`config.mk`:
```
export PLATFORM = sky130hd
export DESIGN_NAME = fp8_cim_sequencer
export DESIGN_NICKNAME = d
export VERILOG_FILES = /design/src/rtl/fp8_cim_pkg.sv /design/src/rtl/fp8_vec_buffer.sv /design/src/rtl/fp8_cim_sequencer.sv
export SDC_FILE = /design/constraint.sdc
export NUM_CORES = 1
export LEC_CHECK = 0
export ABC_AREA = 0
export BUFFER_PORTS_ARGS = -buffer_cell sky130_fd_sc_hd__buf_4
export CAP_MARGIN = 15
export CORE_MARGIN = 2
export CORE_UTILIZATION = 25
export DETAILED_ROUTE_END_ITERATION = 12
export SLEW_MARGIN = 15
export SYNTH_ARGS = -nofsm -noshare
export SYNTH_HDL_FRONTEND = slang
export SYNTH_HIERARCHICAL = 1
export SYNTH_SLANG_ARGS = --single-unit
```
`constraint.sdc`:
```
create_clock -name clk -period 2.8 [get_ports clk]
set_clock_uncertainty 0.2 [all_clocks]
set_input_delay 0.56 -clock clk [delete_from_list [all_inputs] [get_ports clk]]
set_output_delay 0.56 -clock clk [all_outputs]
set_load 0.05 [all_outputs]
```
`src/rtl/fp8_cim_pkg.sv`:
```
// Shared types and sizing for the fp8 CIM vector sequencer.
// Elements are fp8 1-5-2 (sign, exponent, mantissa); the vector is N_ELEM of them.
package fp8_cim_pkg;
    localparam int FP8_W      = 8;
    localparam int EXP_W      = 5;
    localparam int MANT_W     = 2;
    localparam int N_ELEM     = 36;
    localparam int EPB        = 4;
    localparam int BEAT_W     = FP8_W * EPB;
    localparam int BEATS      = N_ELEM / EPB;
    localparam int BEAT_CNT_W = $clog2(BEATS);
    localparam int TMO_CYC    = 255;
    localparam int TMO_W      = 8;

    typedef logic [FP8_W-1:0] fp8_t;

    typedef enum logic [1:0] {FILL, ISSUE, WAIT} seq_state_t;
endpackage

```
`src/rtl/fp8_vec_buffer.sv`:
```
// N_ELEM x fp8 vector register written one beat (EPB elements) at a time.
// Only a synchronous reset clears it; contents persist across operations.
module fp8_vec_buffer
    import fp8_cim_pkg::*;
(
    input  logic                  clk,
    input  logic                  rst_n,
    input  logic                  wr_en,
    input  logic [BEAT_CNT_W-1:0] wr_beat,
    input  logic [BEAT_W-1:0]     wr_data,
    output fp8_t [N_ELEM-1:0]     vec
);

    always_ff @(posedge clk) begin
        if (!rst_n) begin
            vec <= '0;
        end else if (wr_en) begin
            for (int b = 0; b < BEATS; b++) begin
                if (wr_beat == BEAT_CNT_W'(b)) begin
                    for (int k = 0; k < EPB; k++) begin
                        vec[b*EPB + k] <= wr_data[FP8_W*k +: FP8_W];
                    end
                end
            end
        end
    end

endmodule

```
`src/rtl/fp8_cim_sequencer.sv`:
```
// Collects fp8 beats into the vector register, pulses cim_start once the vector is
// full, then waits for cim_done with a timeout before rearming for the next vector.
module fp8_cim_sequencer
    import fp8_cim_pkg::*;
(
    input  logic              clk,
    input  logic              rst_n,
    input  logic              in_valid,
    output logic              in_ready,
    input  logic [BEAT_W-1:0] in_data,
    input  logic              abort,
    output fp8_t [N_ELEM-1:0] vec,
    output logic              vec_valid,
    output logic              cim_start,
    input  logic              cim_done,
    output logic              busy,
    output logic              err_tmo
);

    seq_state_t             state, state_nxt;
    logic [BEAT_CNT_W-1:0]  beat_cnt, beat_cnt_nxt;
    logic [TMO_W-1:0]       tmo_cnt, tmo_cnt_nxt;
    logic                   cim_start_nxt, vec_valid_nxt, busy_nxt, err_tmo_nxt;
    logic                   accept, last_beat, tmo_hit;

    // A beat transfers on in_valid & in_ready; abort blocks acceptance in the same cycle.
    assign in_ready  = (state == FILL) & ~abort;
    assign accept    = in_valid & in_ready;
    assign last_beat = (beat_cnt == BEAT_CNT_W'(BEATS - 1));
    assign tmo_hit   = (tmo_cnt == TMO_W'(TMO_CYC));

    always_ff @(posedge clk) begin
        if (!rst_n) begin
            state     <= FILL;
            beat_cnt  <= '0;
            tmo_cnt   <= '0;
            cim_start <= 1'b0;
            vec_valid <= 1'b0;
            busy      <= 1'b0;
            err_tmo   <= 1'b0;
        end else begin
            state     <= state_nxt;
            beat_cnt  <= beat_cnt_nxt;
            tmo_cnt   <= tmo_cnt_nxt;
            cim_start <= cim_start_nxt;
            vec_valid <= vec_valid_nxt;
            busy      <= busy_nxt;
            err_tmo   <= err_tmo_nxt;
        end
    end

    always_comb begin
        state_nxt = state;
        case (state)
            FILL:    if (accept && last_beat) state_nxt = ISSUE;
            ISSUE:   state_nxt = WAIT;
            WAIT:    if (cim_done || tmo_hit) state_nxt = FILL;
            default: state_nxt = FILL;
        endcase
        if (abort) state_nxt = FILL;
    end

    // Done beats a coincident timeout, so the error flag is only set without done.
    always_comb begin
        beat_cnt_nxt = beat_cnt;
        if (accept) beat_cnt_nxt = last_beat ? '0 : beat_cnt + BEAT_CNT_W'(1);

        tmo_cnt_nxt = '0;
        if (state == WAIT && !cim_done && !tmo_hit) tmo_cnt_nxt = tmo_cnt + TMO_W'(1);

        err_tmo_nxt = err_tmo | ((state == WAIT) & ~cim_done & tmo_hit);

        cim_start_nxt = (state_nxt == ISSUE);
        vec_valid_nxt = (state_nxt != FILL);
        busy_nxt      = (state_nxt != FILL);

        if (abort) begin
            beat_cnt_nxt = '0;
            tmo_cnt_nxt  = '0;
            err_tmo_nxt  = 1'b0;
        end
    end

    fp8_vec_buffer u_buf (
        .clk     (clk),
        .rst_n   (rst_n),
        .wr_en   (accept),
        .wr_beat (beat_cnt),
        .wr_data (in_data),
        .vec     (vec)
    );

endmodule

```
==> results.toml <==
[global_routing]
grt_pass1_wl_mm = 53.2
antenna_found_initial = 0
grt_max_degree = 74
grt_overflow = 0
grt_pass1_vias = 8821
grt_usage = 0.150

[synthesis]
synth_compound_area_frac = 0.00907
syn-cell-area_um2 = 11000
async_flop_share = 0
seq_area_frac_synth = 0.553
syn-num-nets = 1102
ys_types = 36
yosys.area_share.xor_xnor = 0.00238
synth-edff-count = 0
synth_ff_type = "dfxtp_1"
yosys.area_share.simple = 0.136
ys_seq_elements = 305
avgSynthCellArea_um2 = 10.4
yosysWarnings = 6
synth_top_family_by_area = "multiplexers"
synth_fa_ha_area_frac = 0.00340
synthCells = 1062
muxShareOfSynthArea = 0.261

[sta]
fmax_mhz = 416
max_slew.worst_pin.slew_ps = 720
slew_headroom = 0.519
drv_slew = 0
finalSetupTns_ps = 0
fin_crit_ps = 2410
rsz0062_at_grt = "no"
finalSetupViolCount = 0
hold_viol_final = 0
finalCritPeriodShare = 0.859

[clock_network]
cts_sinks = 305
clkLatencyLatePin_ps = 530
numCtsBuffers = 34
cts_max_level = 2
postCtsSetupRepairBufs = 0
cts_tree = "yes"
postCtsHoldBufs = 0
clkSlewWorstSetupHoldPaths_ps = 60
cts-resized-gates = 0
clockBufferDepth = 3
cts-root-buf = "clkbuf_16"

[power_and_ir_drop]
seqPwrFrac = 0.464
irDropWorstVdd_mv = 0.307
intPower_uw = 7360
swShare = 0.222
power.leakage_uw = 0.00723
p_comb_frac = 0.049
power_per_cell_area_nw_per_um2 = 611
clkPwrFrac = 0.487
switchingPower_uw = 2100

[status]
status = "complete, no violations"

[run]
cap_viol_max_count = 0

[worst_setup_path]
crit_path_max_incr_delay_ps = 560
cp_slowest_cell = "or4b_4"
path_class = "reg -> reg"
crit_fanout = 14
arrival_ps = 2630
cp-end-kind = "flop"
critPathRequiredTime_ps = 3030
crit_chain = "or4b_4 -> clkinv_2 -> nand3b_4 -> nor3b_2 -> buf_4 -> mux2i_1"
startpoint_type = "flop"

[floorplanning]
core_area_um2 = 43900
start_util = 0.251
die_h_um = 214
die-area_um2 = 45900
placementRows = 77
ios = 330
die_width_um = 214

[detailed_routing]
drc = 0
dr.pass1.iters = 4
drt_iter0_markers = 451
ant_nets = 0
drt_wl_total_mm = 35.2
viasPerCell = 4.31
vias = 8616
wl_per_cell_um = 17.6

[placement]
post-dp-hpwl_mm = 24.3
dp.cells = 1943
port_buffers = 329
gp_congestion = 0.758

[cells_and_area]
utilization = 0.352
multi_input_area_um2 = 4570
drive_gt1_frac = 0.297
area_growth_pct = 40.1
layout_commonest_cell = "buf_4"
stdcell_count = 2001
antenna_cells = 0
num-nets-final = 1427
regArea_um2 = 6110
fill_cells = 4461
final_cell_mix = "buf_4 (345), nand2_1 (326), dfxtp_1 (305)"

[hold_path]
hold_class = "in -> reg"
-- state kept, by name (all words and copies together) (netlist names) --
name	count
cim_start	1
u_buf/vec	288
beat_cnt	4
busy	1
err_tmo	1
tmo_cnt	8
state	2
-- critical path, delay by kind of cell, from the launching register on --
kind / cells / cell delay, ps
muxes: 1 / 250
and+or+nand+nor: 3 / 1010
buffers and inverters: 2 / 500
DFF: 1 / 340
-- per-stage QoR --
step	area (um2)	total power (uW)	hold slack [ps]	setup WS, ps
6_report	15500	9460	155	395
5_1_grt	15500	9790	152	284
4_1_cts	15500	9610	109	367
3_5_place_dp	14300	4950	247	58.1
3_3_place_gp	14300	4950	243	116
2_1_floorplan	11000	4750	249	383
-- cell families (layout without fill, tap and decap cells) --
logic type	Yosys count	after routing
DFF	305	305
adders and majority gates	3	3
buffers and inverters	78	425
muxes	288	288
xor gates and xnor gates	3	3
and+or+nand+nor	368	368
AOI/OAI and AO/OA	17	17
-- synthesized netlist by cell type (all sizes together), types with 2 or more instances --
master | number | area [um2]
a21oi | 7 | 35.0
a31oi | 2 | 12.5
and3 | 3 | 18.8
buf | 36 | 230
clkbuf | 34 | 128
dfxtp | 305 | 6110
ha | 3 | 37.5
inv | 7 | 26.3
mux2i | 288 | 2880
nand2 | 327 | 1230
nand3 | 5 | 25.0
nand3b | 4 | 42.5
nand4 | 3 | 18.8
nor2 | 6 | 22.5
nor3 | 6 | 30.0
nor3b | 5 | 42.5
o21ai | 4 | 20.0
or3 | 3 | 18.8
xnor2 | 2 | 17.5
-- final timing paths --
check | cells past startpoint | startpoint | endpoint | slack [ps]
max reg2reg | 6 | state[0] | u_buf/vec[182] | 390
min reg2reg | 2 | u_buf/vec[193] | u_buf/vec[193] | 250
max | 6 | state[0] | u_buf/vec[182] | 390
min | 3 | in_valid | cim_start | 150
-- power by group through the flow --
stage | registers, uW | clock network [uW] | logic [uW]
final | 4390 | 4610 | 466
after global routing | 4390 | 4910 | 496
after global placement | 4480 | 0 | 469
after detailed placement | 4480 | 0 | 472
after floorplan | 4580 | 0 | 171
after CTS | 4390 | 4750 | 473
-- cell type report --
cell class                 count  area share
clock buffer                  53      0.0683
timing repair buffer         359       0.185
multi-input combinational    679       0.295
clock inverter                 5     0.00663
tap                          592      0.0479
sequential                   305       0.395
inverter                       8     0.00202
-- metal layers --
layer,global-route usage,wire length [um]
met1,0.180,15300
met2,0.251,16500
met3,0.0389,2160
met4,0.0676,1270
met5,0,0
Power figures use the tool's default switching activity.
